[src/rtl/load_store_unit.sv]
// -----------------------------------------------------------------------------
// load_store_unit
//
// Memory stage that sits directly after the ALU. One load or store is performed
// per instruction over a req/gnt/rvalid data-memory bus. The unit builds byte
// enables and lane-replicated store data, extends load data, rejects illegal or
// misaligned operations without touching the bus, and aborts bus accesses that
// do not complete within TIMEOUT_CYCLES.
//
// Handshakes:
//   core side : req_valid is raised with the op and held stable until
//               resp_valid. The op is taken only while req_ready (IDLE) is high.
//               resp_valid is a one-cycle pulse; stall = req_valid & ~resp_valid.
//   bus side  : mem_req is held high with mem_addr/mem_we/mem_wdata/mem_be
//               stable until the cycle mem_gnt is seen. The response
//               (mem_rvalid, plus mem_rdata for loads) is accepted only in
//               WAIT, i.e. at least one cycle after the grant.
//
// Ports:
//   clk, reset                       clock (rising edge), async active-high reset
//   req_valid, req_is_store,
//   req_funct3, req_addr, req_wdata  operation from the core
//   req_ready                        unit is idle and can accept an op
//   stall                            core holds PC while high
//   resp_valid, resp_rdata,
//   resp_error                       completion pulse, extended load data, error
//   mem_req, mem_we, mem_addr,
//   mem_wdata, mem_be                bus request
//   mem_gnt, mem_rvalid, mem_rdata   bus grant and response
//
// The FSM state is held in the signal "state" so checkers can bind to it.
// -----------------------------------------------------------------------------
module load_store_unit #(
  parameter int TIMEOUT_CYCLES = 16
) (
  input  logic        clk,
  input  logic        reset,
  input  logic        req_valid,
  input  logic        req_is_store,
  input  logic [2:0]  req_funct3,
  input  logic [31:0] req_addr,
  input  logic [31:0] req_wdata,
  output logic        req_ready,
  output logic        stall,
  output logic        resp_valid,
  output logic [31:0] resp_rdata,
  output logic        resp_error,
  output logic        mem_req,
  output logic        mem_we,
  output logic [31:0] mem_addr,
  output logic [31:0] mem_wdata,
  output logic [3:0]  mem_be,
  input  logic        mem_gnt,
  input  logic        mem_rvalid,
  input  logic [31:0] mem_rdata
);

  typedef enum logic [1:0] {
    IDLE = 2'd0,
    REQ  = 2'd1,
    WAIT = 2'd2,
    RESP = 2'd3
  } state_t;

  // Timer value seen during the last permitted REQ/WAIT cycle.
  localparam logic [7:0] TIMER_LAST = 8'(TIMEOUT_CYCLES - 1);

  state_t      state;
  logic [7:0]  timer;
  logic        op_store;
  logic [2:0]  op_funct3;
  logic [1:0]  op_lane;

  // ---------------------------------------------------------------------------
  // Request decode (combinational, used only on the IDLE accept edge)
  // funct3[1:0] encodes the size: 00 byte, 01 half, 10 word.
  // ---------------------------------------------------------------------------
  logic [1:0]  req_size;
  logic [1:0]  req_lane;
  logic        f3_legal;
  logic        misaligned;
  logic        req_ok;
  logic [3:0]  be_c;
  logic [31:0] wdata_c;

  assign req_size = req_funct3[1:0];
  assign req_lane = req_addr[1:0];

  always_comb begin
    if (req_is_store) begin
      f3_legal = ~req_funct3[2] & (req_size != 2'b11);
    end else begin
      f3_legal = (req_size != 2'b11) & (req_funct3 != 3'b110);
    end
  end

  always_comb begin
    misaligned = 1'b0;
    case (req_size)
      2'b01:   misaligned = req_lane[0];
      2'b10:   misaligned = (req_lane != 2'b00);
      default: misaligned = 1'b0;
    endcase
  end

  assign req_ok = f3_legal & ~misaligned;

  always_comb begin
    be_c    = 4'b1111;
    wdata_c = req_wdata;
    case (req_size)
      2'b00: begin
        be_c    = 4'b0001 << req_lane;
        wdata_c = {4{req_wdata[7:0]}};
      end
      2'b01: begin
        be_c    = 4'b0011 << req_lane;
        wdata_c = {2{req_wdata[15:0]}};
      end
      default: begin
        be_c    = 4'b1111;
        wdata_c = req_wdata;
      end
    endcase
  end

  // ---------------------------------------------------------------------------
  // Load data extraction from the latched op. Half accesses are aligned, so
  // only lanes 0 and 2 can occur and op_lane[1] selects the half-word.
  // ---------------------------------------------------------------------------
  logic [7:0]  rd_byte;
  logic [15:0] rd_half;
  logic [31:0] load_data;

  assign rd_byte = mem_rdata[{op_lane, 3'b000} +: 8];
  assign rd_half = mem_rdata[{op_lane[1], 4'b0000} +: 16];

  always_comb begin
    case (op_funct3)
      3'b000:  load_data = {{24{rd_byte[7]}}, rd_byte};
      3'b001:  load_data = {{16{rd_half[15]}}, rd_half};
      3'b100:  load_data = {24'h000000, rd_byte};
      3'b101:  load_data = {16'h0000, rd_half};
      default: load_data = mem_rdata;
    endcase
  end

  assign req_ready = (state == IDLE);
  assign stall     = req_valid & ~resp_valid;

  // ---------------------------------------------------------------------------
  // Control FSM with registered outputs
  // ---------------------------------------------------------------------------
  always_ff @(posedge clk or posedge reset) begin
    if (reset) begin
      state      <= IDLE;
      timer      <= 8'd0;
      op_store   <= 1'b0;
      op_funct3  <= 3'd0;
      op_lane    <= 2'd0;
      mem_req    <= 1'b0;
      mem_we     <= 1'b0;
      mem_addr   <= 32'd0;
      mem_wdata  <= 32'd0;
      mem_be     <= 4'd0;
      resp_valid <= 1'b0;
      resp_rdata <= 32'd0;
      resp_error <= 1'b0;
    end else begin
      resp_valid <= 1'b0;
      case (state)
        IDLE: begin
          if (req_valid) begin
            if (req_ok) begin
              state     <= REQ;
              timer     <= 8'd0;
              op_store  <= req_is_store;
              op_funct3 <= req_funct3;
              op_lane   <= req_lane;
              mem_req   <= 1'b1;
              mem_we    <= req_is_store;
              mem_addr  <= {req_addr[31:2], 2'b00};
              mem_be    <= be_c;
              mem_wdata <= req_is_store ? wdata_c : 32'd0;
            end else begin
              // Rejected without any bus activity.
              state      <= RESP;
              resp_valid <= 1'b1;
              resp_error <= 1'b1;
              resp_rdata <= 32'd0;
            end
          end
        end

        REQ: begin
          timer <= timer + 8'd1;
          // A response arriving together with the grant is not accepted
          // here; only WAIT looks at mem_rvalid.
          if (timer == TIMER_LAST) begin
            state      <= RESP;
            mem_req    <= 1'b0;
            resp_valid <= 1'b1;
            resp_error <= 1'b1;
            resp_rdata <= 32'd0;
          end else if (mem_gnt) begin
            state   <= WAIT;
            mem_req <= 1'b0;
          end
        end

        WAIT: begin
          timer <= timer + 8'd1;
          if (mem_rvalid) begin
            state      <= RESP;
            resp_valid <= 1'b1;
            resp_error <= 1'b0;
            resp_rdata <= op_store ? 32'd0 : load_data;
          end else if (timer == TIMER_LAST) begin
            state      <= RESP;
            resp_valid <= 1'b1;
            resp_error <= 1'b1;
            resp_rdata <= 32'd0;
          end
        end

        RESP: begin
          state <= IDLE;
        end

        default: begin
          state <= IDLE;
        end
      endcase
    end
  end

endmodule
[config.mk]
export PLATFORM = sky130hd
export DESIGN_NAME = load_store_unit
export DESIGN_NICKNAME = d
export VERILOG_FILES = /design/src/rtl/load_store_unit.sv
export SDC_FILE = /design/constraint.sdc
export NUM_CORES = 1
export LEC_CHECK = 0
export ABC_CLOCK_PERIOD_IN_PS = 6610
export CAP_MARGIN = 10
export CORE_MARGIN = 1.5
export CORE_UTILIZATION = 70
export CTS_BUF_LIST = sky130_fd_sc_hd__clkbuf_8
export DETAILED_ROUTE_END_ITERATION = 12
export DONT_BUFFER_PORTS = 1
export PLACE_DENSITY = 0.86
export SYNTH_ARGS = -nofsm -noshare
export SYNTH_HDL_FRONTEND = slang
export SYNTH_SLANG_ARGS = --single-unit
export TNS_END_PERCENT = 1
[constraint.sdc]
create_clock -name clk -period 6.61 [get_ports clk]
set_clock_uncertainty 0.05 [all_clocks]
set_input_delay 1.322 -clock clk [delete_from_list [all_inputs] [get_ports clk]]
set_output_delay 1.322 -clock clk [all_outputs]
set_load 0.01 [all_outputs]
* Word-level counts from Yosys, hierarchy flattened
Cells that the tools add are included.
** Storage, ports and cells
- Word-level logic and storage cells :: 90
- Register bits :: 117
- Output and inout bits :: 106
** Operators by class
- Equal/unequal tests :: 16
- Reductions and logical operators :: 13
- Bitwise gates (word level) :: 7
- Shifts and indexed selects :: 4
- $add $sub $neg :: 1
- Mux-type cells :: 37
** Operators by type and width (count)
- 32-bit two-way mux :: 6
- 32-bit one-hot mux with 4 select lines :: 1
- 32-bit one-hot mux with 3 select lines :: 1
- 32-bit one-hot mux with 2 select lines :: 1
- 32-bit by 6-bit indexed part select with 16-bit output :: 1
- 32-bit by 6-bit indexed part select with 8-bit output :: 1
- 8-bit two-way mux :: 2
- 8-bit one-hot mux with 2 select lines :: 1
- 1-bit two-way mux :: 13
- 2-bit two-way mux :: 6
- 3-bit AND reduction :: 4
- 3-bit inequality test (second input constant) :: 3
- 8-bit by 1-bit adder with 8-bit output (second input constant) :: 1
- 8-bit by 4-bit == test with 1-bit output (second input constant) :: 1
- 2-bit one-hot mux with 4 select lines :: 1
- 4-bit one-hot mux with 2 select lines :: 1
- 2-bit == test (second input constant) :: 3
- 3-bit == test (second input constant) :: 2
- 2-bit inequality test (second input constant) :: 3
- 1-bit one-hot mux with 3 select lines :: 2
- 2-bit nonzero test :: 3
- 1-bit AND :: 4
- 2-bit by 1-bit == test with 1-bit output (second input constant) :: 2
- 2-bit zero test :: 2
- other kinds (10) :: 13

* Logic depth before layout (Yosys ltp)
Gate-level depths: netlist of the first run.
- Word-level depth :: 7
- Mapped depth :: 11
- Depth with buffers taken out :: 7

* Least setup slack after synthesis of the first run
OpenSTA, ideal clock, no wires.
- Path kind :: in2reg
- Start :: input port req_funct3[1]
- End :: register timer[4]
- Slack :: 3.374 ns
- Required time :: 6.434 ns
- Cell stages on the path :: 9
- Data arrival time :: 3.060 ns
- Cells stage by stage :: clkbuf_1 > inv_1 > ha_1 > o211ai_1 > and4b_4 > and3_1 > buf_4 > nor2_4 > a221o_1
** On the way
- Word-level cells in the longest chain between the ends :: 6
- Elaborated cells between the ends (all ways) :: 12
- Classes of those cells :: 5 x eq/ne; 2 x mux; 4 x bitwise; 1 x reduce/logical
** RTL lines
- start, declared :: RTL line 40 : input logic [2:0] req_funct3,
- 3-bit inequality test, or another cell as far along :: RTL line 93 : f3_legal = (req_size != 2'b11) & (req_funct3 != 3'b110);
- 1-bit AND, or another cell as far along :: RTL line 93
- 1-bit two-way mux or 1-bit inverter (tied branches) :: RTL line 90, 106
- 1-bit AND (*) :: RTL line 106 : assign req_ok = f3_legal & ~misaligned;
- 2-bit by 1-bit inequality test with 1-bit output (no source line) (*)
- 3-bit AND reduction (no source line) (*)
- end signal, assigned :: RTL line 196 : timer <= timer + 8'd1;
- end signal, assigned :: RTL line 212 : timer <= timer + 8'd1;
- end, declared :: RTL line 69 : logic [7:0] timer;
Every way passes the cells marked *; elsewhere a longest branch is shown, timed or not.
A chain may end at the register's enable or synchronous reset.

* Worst setup path in the final report of the first run
- Start :: input port req_funct3[1]
- End :: register timer[5]
Same word-level chain as after synthesis.

==> impl_metrics.prom, run 1 <==
# TYPE chip_impl_metric gauge
chip_impl_metric{name="area_growth_syn_to_layout",unit="%"} 7.02
chip_impl_metric{name="die_area",unit="mm^2"} 0.00862
chip_impl_info{name="synth_top_family_by_area",value="simple AND/OR/NAND/NOR gates"} 1
chip_impl_metric{name="timing.critical_path.buf_inv",unit=""} 1
chip_impl_info{name="synthDominantAreaCellType",value="dfrtp_1"} 1
chip_impl_metric{name="post_cts_resized",unit=""} 0
chip_impl_info{name="worst_setup_path_end_kind",value="register"} 1
chip_impl_metric{name="postSynthAreaPerCell",unit="um^2"} 9.48
chip_impl_info{name="post_synth_main_area_contributors",value="dfrtp_1, nand2_1, o2bb2ai_1, mux2_2, nor2_1"} 1
chip_impl_metric{name="synth.ff_latch_count",unit=""} 117
chip_impl_metric{name="clock_pin_slew_worst_setup_and_hold_paths",unit="ns"} 0.08
chip_impl_metric{name="cap_viol_max_count",unit=""} 0
chip_impl_info{name="grt_setup_unrepaired",value="false"} 1
chip_impl_metric{name="powerDensity",unit="mW/mm^2"} 497
chip_impl_metric{name="relSlewSlack",unit="%"} 32.2
chip_impl_metric{name="final_worst_hold_slack",unit="ns"} 0.498
chip_impl_metric{name="grt_pass1_vias",unit=""} 4463
chip_impl_info{name="yosys_most_used_dff",value="dfrtp_1"} 1
chip_impl_metric{name="insertedDiodeCount",unit=""} 0
chip_impl_metric{name="synthCells",unit=""} 596
chip_impl_metric{name="grt_max_degree",unit=""} 87
chip_impl_metric{name="yosys.area_share.xor_xnor",unit="%"} 0
chip_impl_metric{name="largest_vdd_supply_drop",unit="mV"} 0.274
chip_impl_metric{name="post-route-period-util",unit="%"} 52.7
chip_impl_metric{name="finalSetupTns",unit="ns"} 0
chip_impl_metric{name="achievable-frequency",unit="MHz"} 287
chip_impl_info{name="worst_hold_path_type",value="register to register"} 1
chip_impl_info{name="start_kind",value="primary input"} 1
chip_impl_info{name="crit_chain",value="inv_1 > ha_1 > o211ai_1 > and4b_4 > and3_2 > nor2_4 > a221o_1"} 1
chip_impl_metric{name="timing_worst_slew_pin_value",unit="ns"} 1.02
chip_impl_metric{name="dp_hpwl",unit="mm"} 9.51
chip_impl_metric{name="yosysWarnings",unit=""} 0
chip_impl_metric{name="htreeDepth",unit=""} 4
chip_impl_metric{name="route.antenna.remaining_nets",unit=""} 0
chip_impl_metric{name="synth.distinct_cells",unit=""} 49
chip_impl_metric{name="core_region_area",unit="mm^2"} 0.00777
chip_impl_metric{name="postCtsSetupRepairBufs",unit=""} 0
chip_impl_metric{name="power.total",unit="mW"} 3.01
chip_impl_metric{name="detail_route.first_pass.iterations",unit=""} 5
chip_impl_metric{name="syn-cell-area",unit="mm^2"} 0.00565
chip_impl_metric{name="synth-async-reset-ratio",unit="%"} 100
chip_impl_metric{name="first_pass_grt_wire_length",unit="mm"} 21.9
chip_impl_metric{name="compound_gate_portion_of_the_synthesized_area",unit="%"} 18.9
chip_impl_metric{name="period_needed",unit="ns"} 3.49
chip_impl_metric{name="postCtsHoldBufs",unit=""} 0
chip_impl_metric{name="drt-wirelength-per-cell",unit="um"} 19.8
chip_impl_metric{name="grt_overflow_total",unit=""} 0
chip_impl_metric{name="final_core_utilization",unit="%"} 77.9
chip_impl_metric{name="worst_path_largest_cell_delay",unit="ns"} 0.89
chip_impl_metric{name="routed_wl",unit="mm"} 13.7
chip_impl_metric{name="cts.sinks",unit=""} 117
chip_impl_metric{name="place.port_buffers",unit=""} 0
chip_impl_metric{name="yosysSeqAreaShare",unit="%"} 51.8
chip_impl_info{name="critical_path.slowest_cell",value="and3_2"} 1
chip_impl_metric{name="power.static_leakage",unit="nW"} 2.90
chip_impl_metric{name="chipWidth",unit="um"} 92.8
chip_impl_metric{name="critPathRequiredTime",unit="ns"} 6.86
chip_impl_metric{name="core.rowCount",unit=""} 32
chip_impl_metric{name="num_vias",unit=""} 4512
chip_impl_metric{name="final_max_slew_viol_count",unit=""} 0
chip_impl_metric{name="post_synthesis_simple_gate_area_fraction",unit="%"} 19.5
chip_impl_metric{name="num_io_pins",unit=""} 211
chip_impl_metric{name="die_y",unit="um"} 92.8
chip_impl_metric{name="clock_path_buffers",unit=""} 2
chip_impl_info{name="critical_path_class",value="primary input to register"} 1
chip_impl_metric{name="initial_antenna_violation_count",unit=""} 0
chip_impl_metric{name="groute.usage.overall",unit="%"} 32.9
chip_impl_metric{name="netlist.area_leader.share",unit="%"} 51.8
chip_impl_metric{name="tritoncts.num_buffers",unit=""} 17
chip_impl_metric{name="cp.arrival",unit="ns"} 3.73
chip_impl_metric{name="detail_route.iter0.violations",unit=""} 366
chip_impl_metric{name="hold_viol_final",unit=""} 0
chip_impl_metric{name="gp_routability_congestion",unit=""} 0.835
chip_impl_metric{name="via_per_inst",unit=""} 6.51
chip_impl_info{name="run_status",value="completed"} 1
chip_impl_metric{name="synth_enable_flop_cells",unit=""} 0
chip_impl_metric{name="crit_fanout",unit=""} 60
chip_impl_metric{name="worst_skew_pair.late_latency",unit="ns"} 0.42
chip_impl_info{name="clk_root_buffer_cell",value="clkbuf_8"} 1
chip_impl_metric{name="share_of_cell_area_taken_by_muxes_after_synthesis",unit="%"} 3.37
chip_impl_metric{name="layout-drive-gt1-share",unit="%"} 11.0
chip_impl_metric{name="detail_route.drc_violations",unit=""} 0
chip_impl_metric{name="initial_core_util",unit="%"} 72.7
chip_impl_metric{name="finalSetupViolCount",unit=""} 0
chip_impl_info{name="cpLargestDelayFamily",value="simple AND/OR/NAND/NOR gates"} 1
chip_impl_metric{name="nets",unit=""} 692
chip_impl_metric{name="yosys.area_share.adder",unit="%"} 1.99
chip_impl_info{name="tritoncts",value="done"} 1
## area by class of cell
cell class	count	area [um^2]
tap	102	128
inverter	11	43.8
timing repair buffer	3	22.5
multi-input combinational	428	2490
sequential	117	2930
clock buffer	17	234
fill	515	1720
clock inverter	15	205
## cells in the final DEF, fill, tap and decap left out, drive strengths merged, types with 2 or more instances in the layout
cell / n
o22a: 8
nand3: 22
o21bai: 2
nor3: 5
and3: 7
dfrtp: 117
a31oi: 4
a22o: 18
a221o: 6
buf: 3
conb: 2
o211ai: 2
a211oi: 2
ha: 9
nor2b: 3
bufinv: 4
clkbuf: 17
o22ai: 7
or3: 2
o31ai: 16
clkinvlp: 2
nor2: 47
nand2: 164
a2bb2oi: 8
clkinv: 7
o21ai: 21
or2: 2
mux2: 16
a21oi: 16
o2bb2ai: 23
inv: 13
nand2b: 3
## Yosys cell counts (3+ instances only)
cell       instances
o22ai_1            7
o21ai_2            3
nand2_1          164
ha_1               9
nor2b_1            3
o22a_1             8
dfrtp_1          117
and3_1             7
mux2_2            16
o21ai_0           17
a21oi_1           15
nand3_1           22
a31oi_1            4
o31ai_1           16
buf_4              4
nor2_1            45
a22o_1            18
a221o_1            6
buf_2             17
nand2b_1           3
inv_1             10
clkbuf_1          18
a2bb2oi_1          8
o2bb2ai_1         23
nor3_1             5
## report_power, final
part | internal [mW] | switching [mW] | leakage [nW]
clock network | 0.414 | 0.307 | 0.218
logic | 0.357 | 0.538 | 1.16
registers | 0.999 | 0.391 | 1.52
total | 1.77 | 1.24 | 2.90
## per-stage QoR
step,instances,worst slack [ns],area (um^2)
2_1_floorplan,597,2.14,5650
3_3_place_gp,661,2.80,5610
3_5_place_dp,661,2.72,5610
4_1_cts,693,3.15,6050
5_1_grt,693,2.98,6050
6_report,693,3.12,6050
## kinds of logic (layout without fill, tap and decap cells)
| kind of cell | Yosys count | count (layout) |
|---|---|---|
| AND/OR/NAND/NOR | 260 | 260 |
| multiplexers | 17 | 17 |
| buffers and inverters | 52 | 46 |
| AO/OA/AOI/OAI | 140 | 140 |
| adder cells (fa/ha/maj) | 9 | 9 |
| other | 1 | 2 |
| flip-flops | 117 | 117 |
## routing by layer
metal / routed length (um) / GRT usage [%] / part of all wire (%) / vias to the layer above
met5: 0 / 0 / 0 / -
met4: 344 / 13.5 / 2.5 / 0
met3: 1350 / 13.2 / 9.8 / 32
met2: 6810 / 51.0 / 50 / 239
met1: 5230 / 40.9 / 38 / 2200
li1: - / - / - / 2041
## flip-flops by register name (all words and copies together), names as in the netlist
name and count:
op_store 1, mem_addr 30, timer 8, mem_req 1
mem_wdata 32, state 2, op_funct3 3, resp_error 1
mem_be 4, op_lane 2, resp_valid 1, resp_rdata 32
## worst reg2reg max path, cell delays in order (launching register included)
cell	delay [ns]
dfrtp_1	0.75
clkinv_1	0.80
a211oi_1	0.51
nand4_2	0.46
o2bb2ai_1	0.39
## final timing paths
kind                                            from                    endpoint  slack (ns)  depth (start not counted)
setup / recovery                       req_funct3[1]        timer[5]$_DFFE_PP0P_        3.12                          7
max in group asynchronous                      reset       mem_be[1]$_DFFE_PP0P_        4.45                          2
hold / removal             mem_wdata[21]$_DFFE_PP0P_   mem_wdata[21]$_DFFE_PP0P_        0.50                          2
setup reg to reg            op_funct3[1]$_DFFE_PP0P_  resp_rdata[19]$_DFFE_PP0P_        3.57                          4
min in group asynchronous                      reset  resp_rdata[19]$_DFFE_PP0P_        0.75                          1
hold reg to reg            mem_wdata[21]$_DFFE_PP0P_   mem_wdata[21]$_DFFE_PP0P_        0.50                          2
Power figures use the tool's default switching activity.
==> run 2: changes to the inputs <==
ABC_CLOCK_PERIOD_IN_PS = 3200   (was 6610)
CORE_UTILIZATION = 60   (was 70)
PLACE_DENSITY = 0.79   (was 0.86)
clock period = 3.2 ns   (was 6.61 ns; I/O delays follow)
==> run 2 against run 1 <==
Against the previous run:
- combinational power up 110%
- global-route usage decreased by 5.6 points
- via count down 2.0%
- hold slack got worse by 0.39 ns
- clock power is 68% higher
- die area grew 16%
==> impl_metrics.prom, run 2 (synthesis results as in run 1) <==
# TYPE chip_impl_metric gauge
chip_impl_info{name="run_status",value="completed"} 1
chip_impl_metric{name="route.antenna.remaining_nets",unit=""} 0
chip_impl_metric{name="routed_wl",unit="mm"} 13.5
chip_impl_metric{name="met1_length",unit="mm"} 5.46
chip_impl_metric{name="routed-wl-met2",unit="mm"} 6.49
chip_impl_metric{name="dp_hpwl",unit="mm"} 9.63
chip_impl_info{name="biggestRegsByFlops",value="mem_wdata: 32 flops, resp_rdata: 32 flops, mem_addr: 30 flops"} 1
chip_impl_metric{name="tritoncts.num_buffers",unit=""} 17
chip_impl_metric{name="powerDensity",unit="mW/mm^2"} 978
chip_impl_info{name="critical_path_class",value="register to register"} 1
chip_impl_metric{name="clock_pin_slew_worst_setup_and_hold_paths",unit="ns"} 0.08
chip_impl_metric{name="achievable-frequency",unit="MHz"} 412
chip_impl_metric{name="detail_route.iter0.violations",unit=""} 172
chip_impl_metric{name="post-route-period-util",unit="%"} 75.9
chip_impl_metric{name="first_pass_grt_wire_length",unit="mm"} 21.3
chip_impl_metric{name="crit_fanout",unit=""} 17
chip_impl_metric{name="postCtsSetupRepairBufs",unit=""} 0
chip_impl_metric{name="met3RoutedLength",unit="mm"} 1.26
chip_impl_info{name="start_kind",value="register"} 1
chip_impl_metric{name="via_per_inst",unit=""} 6.25
chip_impl_metric{name="layout.cell_area.non_filler",unit="mm^2"} 0.00605
chip_impl_metric{name="worst_path_largest_cell_delay",unit="ns"} 0.52
chip_impl_metric{name="insertedDiodeCount",unit=""} 0
chip_impl_metric{name="area_growth_syn_to_layout",unit="%"} 7.09
chip_impl_info{name="launching_point_of_the_worst_reg2reg_path",value="state[0]$_DFFE_PP0P_"} 1
chip_impl_metric{name="clock_path_buffers",unit=""} 2
chip_impl_metric{name="gp_routability_congestion",unit=""} 0.826
chip_impl_metric{name="chipWidth",unit="um"} 100
chip_impl_metric{name="reg2regPathDepth",unit=""} 8
chip_impl_info{name="grt_setup_unrepaired",value="false"} 1
chip_impl_metric{name="power.total",unit="mW"} 5.92
chip_impl_metric{name="num_io_pins",unit=""} 211
chip_impl_info{name="cpLargestDelayFamily",value="adder cells"} 1
chip_impl_info{name="r2r-end",value="resp_rdata[16]$_DFFE_PP0P_"} 1
chip_impl_info{name="layout.cells.most_common",value="nand2_1"} 1
chip_impl_info{name="worst_setup_path_end_kind",value="register"} 1
chip_impl_metric{name="initial_antenna_violation_count",unit=""} 0
chip_impl_metric{name="htreeDepth",unit=""} 4
chip_impl_metric{name="register_to_register_setup_slack",unit="ns"} 0.77
chip_impl_metric{name="finalSetupTns",unit="ns"} 0
chip_impl_metric{name="nets",unit=""} 697
chip_impl_metric{name="die_area",unit="mm^2"} 0.0100
chip_impl_metric{name="postCtsHoldBufs",unit=""} 0
chip_impl_metric{name="placement.cell_area",unit="mm^2"} 0.00570
chip_impl_info{name="timing.critical_path.mode_cell",value="nand2b_1"} 1
chip_impl_metric{name="drt-wirelength-per-cell",unit="um"} 19.1
chip_impl_metric{name="relSlewSlack",unit="%"} 58.0
chip_impl_metric{name="fill_cells",unit=""} 736
chip_impl_metric{name="grt_overflow_total",unit=""} 0
chip_impl_metric{name="period_needed",unit="ns"} 2.43
chip_impl_metric{name="detail_route.first_pass.iterations",unit=""} 4
chip_impl_metric{name="place.port_buffers",unit=""} 0
chip_impl_metric{name="cap_viol_max_count",unit=""} 0
chip_impl_metric{name="groute.usage.overall",unit="%"} 27.2
chip_impl_metric{name="initial_core_util",unit="%"} 61.4
chip_impl_metric{name="post_cts_resized",unit=""} 0
chip_impl_info{name="most-common-layout-cells",value="nand2_1, dfrtp_1, nor2_1, o2bb2ai_1, nand3_1"} 1
chip_impl_metric{name="timing.critical_path.buf_inv",unit=""} 2
chip_impl_info{name="routed.top_layer",value="met4"} 1
chip_impl_metric{name="finalSetupViolCount",unit=""} 0
chip_impl_metric{name="cp.arrival",unit="ns"} 2.70
chip_impl_metric{name="core.rowCount",unit=""} 35
chip_impl_metric{name="grt_max_degree",unit=""} 87
chip_impl_metric{name="power.static_leakage",unit="nW"} 2.90
chip_impl_metric{name="timing_worst_slew_pin_value",unit="ns"} 0.627
chip_impl_info{name="critical_path.slowest_cell",value="ha_1"} 1
chip_impl_metric{name="hold_viol_final",unit=""} 0
chip_impl_info{name="crit_chain",value="inv_1 > ha_1 > nand2b_1 > nand2b_1 > a21oi_4 > o21ai_2 > buf_4 > o2bb2ai_1"} 1
chip_impl_metric{name="grt_pass1_vias",unit=""} 4350
chip_impl_info{name="tritoncts",value="done"} 1
chip_impl_metric{name="worst_skew_pair.late_latency",unit="ns"} 0.41
chip_impl_metric{name="largest_vdd_supply_drop",unit="mV"} 0.499
chip_impl_metric{name="die_y",unit="um"} 100
chip_impl_info{name="clk_root_buffer_cell",value="clkbuf_8"} 1
chip_impl_metric{name="critPathRequiredTime",unit="ns"} 3.47
chip_impl_metric{name="cts.sinks",unit=""} 117
chip_impl_metric{name="layout-drive-gt1-share",unit="%"} 11.7
chip_impl_info{name="worst_hold_path_type",value="primary input to async pin"} 1
chip_impl_metric{name="num_vias",unit=""} 4421
chip_impl_metric{name="final_max_slew_viol_count",unit=""} 0
chip_impl_metric{name="detail_route.drc_violations",unit=""} 0
chip_impl_metric{name="core_region_area",unit="mm^2"} 0.00920
[run 2: cell types whose count changed in the layout (fill, tap and decap cells not counted), sizes merged]
cell,previous run,this run
inv,13,16
clkinv,7,6
buf,3,8
bufinv,4,0
clkinvlp,2,4
[run 2: through the flow]
step / std cells / utilization (%) / setup WS [ns] / hold slack (ns)
2_1_floorplan: 597 / - / 0.646 / 0.420
3_3_place_gp: 675 / 61.9 / 0.859 / 0.461
3_5_place_dp: 675 / 61.9 / 0.738 / 0.475
4_1_cts: 707 / 65.8 / 0.778 / 0.103
5_1_grt: 707 / 65.8 / 0.608 / 0.125
6_report: 707 / 65.8 / 0.771 / 0.109
[run 2: worst max-delay path by stage]
stage	start	end	slack (ns)	cells past startpoint
detailed placement	req_funct3[0]	resp_rdata[16]$_DFFE_PP0P_	0.74	8
global placement	req_funct3[0]	resp_rdata[31]$_DFFE_PP0P_	0.86	8
global route	state[0]$_DFFE_PP0P_	resp_rdata[4]$_DFFE_PP0P_	0.61	8
finish	state[0]$_DFFE_PP0P_	resp_rdata[16]$_DFFE_PP0P_	0.77	8
CTS	state[0]$_DFFE_PP0P_	resp_rdata[16]$_DFFE_PP0P_	0.78	8
floorplan	req_funct3[1]	timer[4]$_DFFE_PP0P_	0.65	9
[run 2: where the power goes]
group | internal, mW | total [mW] | switching (mW)
clock network | 0.552 | 1.21 | 0.658
logic | 0.760 | 1.86 | 1.10
registers | 2.06 | 2.85 | 0.789
total | 3.38 | 5.92 | 2.54
[run 2: layout make-up]
cell class	count	area (um^2)	share of cell area [%]
Tap cell	111	139	2.30
Timing Repair Buffer	8	97.6	1.61
Clock buffer	17	234	3.87
Inverter	11	45.0	0.744
Sequential cell	117	2930	48.4
Multi-Input combinational cell	428	2490	41.1
Clock inverter	15	121	2.01
[run 2: layer usage]
layer  up-vias  global-route usage (%)
met5         -                       0
met3        29                    10.8
met4         0                    11.4
li1       2059                       -
met2       192                    42.4
met1      2141                    34.0
